## config.mk

```make
export PLATFORM = sky130hd
export DESIGN_NAME = div4_stream_stage_flat
export DESIGN_NICKNAME = d
export VERILOG_FILES = /design/src/rtl/div4_pkg.sv /design/src/rtl/div4_stream_stage_if.sv /design/src/rtl/div4_core.sv /design/src/rtl/div4_op_fifo.sv /design/src/rtl/div4_stream_stage.sv /design/src/flat_wrapper.sv
export SDC_FILE = /design/constraint.sdc
export NUM_CORES = 1
export LEC_CHECK = 0
export BUFFER_PORTS_ARGS = -buffer_cell sky130_fd_sc_hd__buf_4
export CORE_MARGIN = 4
export CORE_UTILIZATION = 56
export CTS_CLUSTER_SIZE = 16
export DETAILED_ROUTE_END_ITERATION = 7
export HOLD_SLACK_MARGIN = 0.1
export PLACE_DENSITY_LB_ADDON = 0.15
export REMOVE_ABC_BUFFERS = 1
export SLEW_MARGIN = 25
export SYNTH_ARGS = -nofsm -noshare
export SYNTH_HDL_FRONTEND = slang
export SYNTH_SLANG_ARGS = --single-unit
```

## constraint.sdc

```tcl
create_clock -name clk -period 6.55 [get_ports clk]
set_clock_uncertainty 0.05 [all_clocks]
set_input_delay 0.9825 -clock clk [delete_from_list [all_inputs] [get_ports clk]]
set_output_delay 0.9825 -clock clk [all_outputs]
set_load 0.005 [all_outputs]
```

## src/rtl/div4_pkg.sv

```systemverilog
// Shared types and constants for the 4-bit streaming divider stage.
// The remainder path is compiled in only when DIV4_REM_EN is defined.
package div4_pkg;

  localparam int         DIV4_FIFO_DEPTH = 2;
  localparam logic [3:0] DIV4_DZ_QUOT    = 4'hF;

  typedef struct packed {
    logic [3:0] a;
    logic [3:0] b;
  } div4_op_t;

  typedef struct packed {
    logic [3:0] q;
    logic [3:0] r;
    logic       dz;
  } div4_res_t;

endpackage

```

## src/rtl/div4_stream_stage_if.sv

```systemverilog
// Operand/result handshake bundle for div4_stream_stage.
// out_r exists only when DIV4_REM_EN is defined.
interface div4_stream_stage_if;

  logic       in_valid;
  logic       in_ready;
  logic [3:0] in_a;
  logic [3:0] in_b;
  logic       out_valid;
  logic       out_ready;
  logic [3:0] out_q;
  logic       out_dz;
`ifdef DIV4_REM_EN
  logic [3:0] out_r;
`endif

  // Producer/consumer side of the stage.
  modport master (
    output in_valid, in_a, in_b, out_ready,
    input  in_ready, out_valid, out_q, out_dz
`ifdef DIV4_REM_EN
    , input out_r
`endif
  );

  // The divider stage itself.
  modport slave (
    input  in_valid, in_a, in_b, out_ready,
    output in_ready, out_valid, out_q, out_dz
`ifdef DIV4_REM_EN
    , output out_r
`endif
  );

endinterface

```

## src/rtl/div4_core.sv

```systemverilog
// Combinational 4-bit restoring divider core (a3..a0 / b3..b0 -> o3..o0).
// Output is meaningless for a zero divisor; callers must mask that case.
module div4_core (
  input  logic a3,
  input  logic a2,
  input  logic a1,
  input  logic a0,
  input  logic b3,
  input  logic b2,
  input  logic b1,
  input  logic b0,
  output logic o3,
  output logic o2,
  output logic o1,
  output logic o0
);

  logic [3:0] a;
  logic [3:0] b;
  logic [3:0] quot;
  logic [4:0] part;

  assign a = {a3, a2, a1, a0};
  assign b = {b3, b2, b1, b0};

  // NOTE: combinational blocks use blocking '=' so each loop iteration sees the
  // partial remainder produced by the previous one; clocked blocks use '<='.
  always_comb begin
    part = '0;
    quot = '0;
    for (int i = 3; i >= 0; i--) begin
      part = {part[3:0], a[i]};
      if (part >= {1'b0, b}) begin
        part    = part - {1'b0, b};
        quot[i] = 1'b1;
      end
    end
  end

  assign {o3, o2, o1, o0} = quot;

endmodule

```

## src/rtl/div4_op_fifo.sv

```systemverilog
// Two-entry operand FIFO with registered occupancy count.
// Push is ignored when full, pop is ignored when empty.
module div4_op_fifo
  import div4_pkg::*;
(
  input  logic     clk,
  input  logic     rst_n,
  input  logic     push,
  input  logic     pop,
  input  div4_op_t wdata,
  output div4_op_t rdata,
  output logic     full,
  output logic     empty
);

  localparam int PTR_W = $clog2(DIV4_FIFO_DEPTH);
  localparam int CNT_W = $clog2(DIV4_FIFO_DEPTH + 1);

  div4_op_t   mem_q [DIV4_FIFO_DEPTH];
  div4_op_t   mem_d [DIV4_FIFO_DEPTH];
  logic [PTR_W-1:0] wr_ptr_q, wr_ptr_d;
  logic [PTR_W-1:0] rd_ptr_q, rd_ptr_d;
  logic [CNT_W-1:0] count_q, count_d;
  logic do_push;
  logic do_pop;

  assign full  = (count_q == CNT_W'(DIV4_FIFO_DEPTH));
  assign empty = (count_q == '0);
  assign rdata = mem_q[rd_ptr_q];

  // NOTE: every variable gets its hold value first so no path leaves it
  // unassigned, which is what would otherwise infer a latch.
  always_comb begin
    mem_d    = mem_q;
    wr_ptr_d = wr_ptr_q;
    rd_ptr_d = rd_ptr_q;
    do_push  = push && !full;
    do_pop   = pop && !empty;
    if (do_push) begin
      mem_d[wr_ptr_q] = wdata;
      wr_ptr_d        = wr_ptr_q + PTR_W'(1);
    end
    if (do_pop) begin
      rd_ptr_d = rd_ptr_q + PTR_W'(1);
    end
    count_d = count_q + CNT_W'(do_push) - CNT_W'(do_pop);
  end

  always_ff @(posedge clk or negedge rst_n) begin
    if (!rst_n) begin
      wr_ptr_q <= '0;
      rd_ptr_q <= '0;
      count_q  <= '0;
    end else begin
      wr_ptr_q <= wr_ptr_d;
      rd_ptr_q <= rd_ptr_d;
      count_q  <= count_d;
    end
  end

  // NOTE: storage is left unreset; the count gates every read, so stale
  // entries are never observed and the array stays plain flops/RAM.
  always_ff @(posedge clk) begin
    mem_q <= mem_d;
  end

endmodule

```

## src/rtl/div4_stream_stage.sv

```systemverilog
// Valid/ready wrapper around div4_core: operand FIFO, registered result,
// divide-by-zero handling and saturating dz counter. Remainder via DIV4_REM_EN.
module div4_stream_stage
  import div4_pkg::*;
#(
  parameter int DZ_CNT_W = 8
) (
  input  logic                clk,
  input  logic                rst_n,
  div4_stream_stage_if.slave  io,
  output logic [DZ_CNT_W-1:0] dz_cnt
);

  div4_op_t  head;
  logic      fifo_full;
  logic      fifo_empty;
  logic      push;
  logic      pop;
  logic      out_xfer;
  logic [3:0] core_q;
  div4_res_t head_res;

  div4_res_t           res_q, res_d;
  logic                out_valid_q, out_valid_d;
  logic [DZ_CNT_W-1:0] dz_cnt_q, dz_cnt_d;

  // in_ready depends only on the registered FIFO count, never on out_ready.
  assign io.in_ready = !fifo_full;
  assign push        = io.in_valid && !fifo_full;
  assign out_xfer    = out_valid_q && io.out_ready;
  assign pop         = !fifo_empty && (!out_valid_q || io.out_ready);

  div4_op_fifo u_fifo (
    .clk   (clk),
    .rst_n (rst_n),
    .push  (push),
    .pop   (pop),
    .wdata ({io.in_a, io.in_b}),
    .rdata (head),
    .full  (fifo_full),
    .empty (fifo_empty)
  );

  div4_core u_core (
    .a3 (head.a[3]),
    .a2 (head.a[2]),
    .a1 (head.a[1]),
    .a0 (head.a[0]),
    .b3 (head.b[3]),
    .b2 (head.b[2]),
    .b1 (head.b[1]),
    .b0 (head.b[0]),
    .o3 (core_q[3]),
    .o2 (core_q[2]),
    .o1 (core_q[1]),
    .o0 (core_q[0])
  );

  always_comb begin
    head_res = '0;
    if (head.b == '0) begin
      head_res.q  = DIV4_DZ_QUOT;
      head_res.dz = 1'b1;
    end else begin
      head_res.q  = core_q;
    end
`ifdef DIV4_REM_EN
    // q*b never exceeds a, so the 4-bit subtraction cannot wrap.
    if (head.b == '0) begin
      head_res.r = head.a;
    end else begin
      head_res.r = head.a - 4'(core_q * head.b);
    end
`else
    head_res.r = '0;
`endif
  end

  always_comb begin
    res_d       = res_q;
    out_valid_d = out_valid_q;
    dz_cnt_d    = dz_cnt_q;
    if (out_xfer) begin
      out_valid_d = 1'b0;
      if (res_q.dz && (dz_cnt_q != '1)) begin
        dz_cnt_d = dz_cnt_q + DZ_CNT_W'(1);
      end
    end
    if (pop) begin
      out_valid_d = 1'b1;
      res_d       = head_res;
    end
  end

  always_ff @(posedge clk or negedge rst_n) begin
    if (!rst_n) begin
      res_q       <= '0;
      out_valid_q <= 1'b0;
      dz_cnt_q    <= '0;
    end else begin
      res_q       <= res_d;
      out_valid_q <= out_valid_d;
      dz_cnt_q    <= dz_cnt_d;
    end
  end

  assign io.out_valid = out_valid_q;
  assign io.out_q     = res_q.q;
  assign io.out_dz    = res_q.dz;
  assign dz_cnt       = dz_cnt_q;

`ifdef DIV4_REM_EN
  assign io.out_r = res_q.r;
`else
  // The r field is constant zero here and has no consumer.
  logic unused_r;
  assign unused_r = ^res_q.r;
`endif

endmodule

```

## src/flat_wrapper.sv

```systemverilog
// flat-port wrapper written by rule: the top's interface ports become plain ports
module div4_stream_stage_flat import div4_pkg::*;
#(
  parameter int DZ_CNT_W = 8
)
  (clk, rst_n, dz_cnt, io_in_valid, io_in_a, io_in_b, io_out_ready, io_in_ready, io_out_valid, io_out_q, io_out_dz);
  div4_stream_stage_if io_i ();
  input  logic clk;
  input  logic rst_n;
  output logic [DZ_CNT_W-1:0] dz_cnt;
  input wire logic [$bits(io_i.in_valid)-1:0] io_in_valid;
  input wire logic [$bits(io_i.in_a)-1:0] io_in_a;
  input wire logic [$bits(io_i.in_b)-1:0] io_in_b;
  input wire logic [$bits(io_i.out_ready)-1:0] io_out_ready;
  output wire logic [$bits(io_i.in_ready)-1:0] io_in_ready;
  output wire logic [$bits(io_i.out_valid)-1:0] io_out_valid;
  output wire logic [$bits(io_i.out_q)-1:0] io_out_q;
  output wire logic [$bits(io_i.out_dz)-1:0] io_out_dz;
  assign io_i.in_valid = io_in_valid;
  assign io_i.in_a = io_in_a;
  assign io_i.in_b = io_in_b;
  assign io_i.out_ready = io_out_ready;
  assign io_in_ready = io_i.in_ready;
  assign io_out_valid = io_i.out_valid;
  assign io_out_q = io_i.out_q;
  assign io_out_dz = io_i.out_dz;
  div4_stream_stage #(.DZ_CNT_W(DZ_CNT_W)) u_core (.clk(clk), .rst_n(rst_n), .io(io_i), .dz_cnt(dz_cnt));
endmodule
```

==> reports/results.txt <==
Startpoint Class -> register
DRC Markers -> 0
Ports -> 27
Filler instances -> 255
Cts hold-fix bufs -> 0
Final WL -> 3480 um
CTS sink count -> 34
Largest net degree at the start of global routing -> 19
Synth cell types -> 38
Top cell type's share of synthesized area -> 25.4%
Worst path cell trace -> buf_4 -> mux2i_1 -> ha_1 -> inv_1 -> ha_1 -> a21oi_1 -> nor2_1 -> mux2i_2 -> ha_1 -> a2111o_1 -> a32o_2 -> mux2_2 -> ha_1 -> o21ai_0 -> a21oi_1 -> nor3_1 -> nand2_1 -> mux2_1 -> ha_1 -> o21ai_0 -> a21oi_1 -> or3_1 -> o32a_1
Crit path kind -> register to register
R2r setup slk -> 510 ps
Largest area contributor in the synthesized netlist -> edfxtp_1
DR vias/cell -> 5.54
Post-route insts no fill -> 233
Crit path buf inv count -> 2
Routed vias -> 1291
Site Rows -> 20
Minimum clock period -> 6040 ps
Slowest-stage cell, CP -> dfrtp_2
Root cell of the clock tree -> clkbuf_4
Crit path largest cell delay -> 460 ps
Cts bufs inserted -> 5
Slew @ Worst Pin -> 646 ps
Port bufs -> 26
Levels on crit path -> 23
PD cells -> 598 mW/mm^2
Max IR drop VDD -> 276 uV
Status -> finished clean
Synth area leaders -> edfxtp_1 25%, dfrtp_1 24%, ha_1 11%
Synth-to-Final Area Change -> 16.8%
Period Utilization, post-route -> 92.3%
CP Max Fanout -> 7
CTS H-tree lvls -> 2
Horiz. Die Dim -> 66.1 um
Clock Path Buffers -> 2
Router iterations before antenna repair -> 4
Vias in the first global route -> 1343
Max Cap Viol -> 0
Antenna Nets Post-Route -> 0
Yosys warns -> 0
Initial core utilization -> 60.0%
Initial drt markers -> 50
Leak -> 0.988 nW
Async SR Flop Fraction -> 52.9%
Final setup TNS -> 0 ps
Share of cells above drive strength 1 -> 25.4%
Die height -> 66.1 um
Unrepaired setup endpoints after global routing -> false
First-pass GRT wire length -> 5840 um
Final setup viols -> 0
Synth top cells by count -> 18 x dfrtp_1, 17 x ha_1, 16 x edfxtp_1
Launch point of the worst reg-to-reg path -> u_core.u_fifo.rd_ptr_q$_DFFE_PN0P_
Worst setup EP type -> register
Hold_ws -> 451 ps
Main synth FF type -> dfrtp_1
Grt ovf -> 0
Gpl congestion -> 0.807
# placed instances -> 225
Final hold vios -> 0
Clock latency on the worst-skew pair -> 330 ps
Die area -> 0.00437 mm^2
All-Layer GR Usage -> 18.0%
Final max-slew violation count -> 0
Initial antenna violation count -> 0
FF+latch count, synth -> 34
Reg2reg end -> u_core.io.out_q[0]$_DFFE_PN0P_
Worst Path Required -> 6720 ps
Core Box Area -> 0.00315 mm^2
Avg Inst Size Synth -> 12.3 um^2
Drt wl/cell -> 14.9 um
Mapped Area -> 0.00189 mm^2
Clock-pin slew on the worst setup and hold paths -> 100 ps
Sequential share of the synthesized area -> 49.2%
CP top delay family -> compound AO/OA/AOI/OAI gates
NumNets Final -> 219
Antenna cells -> 0
Slew headroom -> 56.8%
Cells after Synth -> 154
Hold Path Class -> primary input to asynchronous set/reset pin
# Post-CTS Setup Buffers -> 0
Post-synth EDFFs -> 16
Most common cell in the synthesized netlist -> dfrtp_1
CP dominant cell by count -> ha_1
Final HPWL DP -> 2730 um
CTS tree -> built
Post_cts resized -> 0
Fmax -> 165 MHz
CP Data Arrival Time -> 6210 ps
FF-to-FF path depth -> 23
==> flip-flops by register name, indices dropped and copies added, names as in the netlist <==
signal,count
u_core.io.out_dz,1
u_core.u_fifo.rd_ptr_q,1
u_core.dz_cnt,8
u_core.u_fifo.count_q,2
u_core.io.out_q,4
u_core.u_fifo.wr_ptr_q,1
u_core.io.out_valid,1
u_core.u_fifo.mem_q,16
==> per-stage QoR <==
stage          cell area, um^2  worst slack (ps)  util (%)  power (mW)
2_1_floorplan             1890               784         -       0.977
3_3_place_gp              2150               594      68.2        1.15
3_5_place_dp              2150               436      68.2        1.21
4_1_cts                   2200               411      69.8        1.32
5_1_grt                   2210              64.2      70.0        1.46
6_report                  2210               506      70.0        1.32
==> routing by layer <==
layer	global-route usage [%]	share of wire [%]
met3	5.27	4.5
met2	30.6	50
met5	0	0
met1	20.3	43
met4	9.14	2.5
==> how the worst max path moves through the flow <==
stage,from,end,slack (ps)
after floorplan,u_core.u_fifo.rd_ptr_q$_DFFE_PN0P_,u_core.io.out_q[0]$_DFFE_PN0P_,780
after global placement,u_core.u_fifo.rd_ptr_q$_DFFE_PN0P_,u_core.io.out_q[0]$_DFFE_PN0P_,590
after detailed placement,u_core.u_fifo.rd_ptr_q$_DFFE_PN0P_,u_core.io.out_q[0]$_DFFE_PN0P_,440
after CTS,u_core.u_fifo.rd_ptr_q$_DFFE_PN0P_,u_core.io.out_q[0]$_DFFE_PN0P_,410
after global routing,u_core.u_fifo.rd_ptr_q$_DFFE_PN0P_,u_core.io.out_q[0]$_DFFE_PN0P_,60
final,u_core.u_fifo.rd_ptr_q$_DFFE_PN0P_,u_core.io.out_q[0]$_DFFE_PN0P_,510
==> worst reg2reg max path, cell delays in order (launching register included) <==
cell	delay (ps)
dfrtp_2	460
buf_4	190
mux2i_1	300
ha_1	200
inv_1	60
ha_1	220
a21oi_1	190
nor2_1	110
mux2i_2	290
ha_1	300
a2111o_1	390
a32o_2	310
mux2_2	300
ha_1	330
o21ai_0	150
a21oi_1	60
nor3_1	310
nand2_1	210
mux2_1	370
ha_1	280
o21ai_0	160
a21oi_1	50
or3_1	300
o32a_1	350
==> power breakdown <==
| group | internal (mW) | switching [mW] | leakage, nW |
|---|---|---|---|
| sequential | 0.302 | 0.0583 | 0.365 |
| combinational | 0.429 | 0.427 | 0.597 |
| clock | 0.0427 | 0.0620 | 0.0265 |
==> layout make-up <==
class                   instances  area (um^2)  area share (%)
flip-flops and latches         34          932            42.2
multi-input cells             110          928            42.0
repair buffers                 28          210            9.52
well taps                      44         55.1            2.49
clock buffers                   8         48.8            2.21
inverters                       9         33.8            1.53
==> placed cells by master, fill, tap and decap left out, types with 4 or more instances in the layout <==
master / netlist / layout
a21oi_1: 6 / 6
buf_4: 0 / 28
clkbuf_4: 0 / 5
dfrtp_1: 18 / 17
edfxtp_1: 16 / 16
ha_1: 17 / 17
inv_1: 9 / 9
mux2_2: 4 / 4
mux2i_1: 9 / 7
nand2_1: 6 / 6
nor2_1: 8 / 8
o21ai_0: 7 / 7
xnor2_1: 7 / 7
xor2_1: 7 / 7
==> kinds of logic (layout without fill, tap and decap cells) <==
family                     count (synthesis)  in the layout  synth area share [%]
DFF                                       34             34                  49.2
muxes                                     16             16                  9.26
and+or+nand+nor                           33             33                  9.00
xor gates and xnor gates                  14             14                  6.49
adders and majority gates                 19             19                  13.4
AOI/OAI and AO/OA                         28             28                  10.6
buffers and inverters                     10             45                  2.05
No activity file was read; power rests on OpenSTA's default activity.
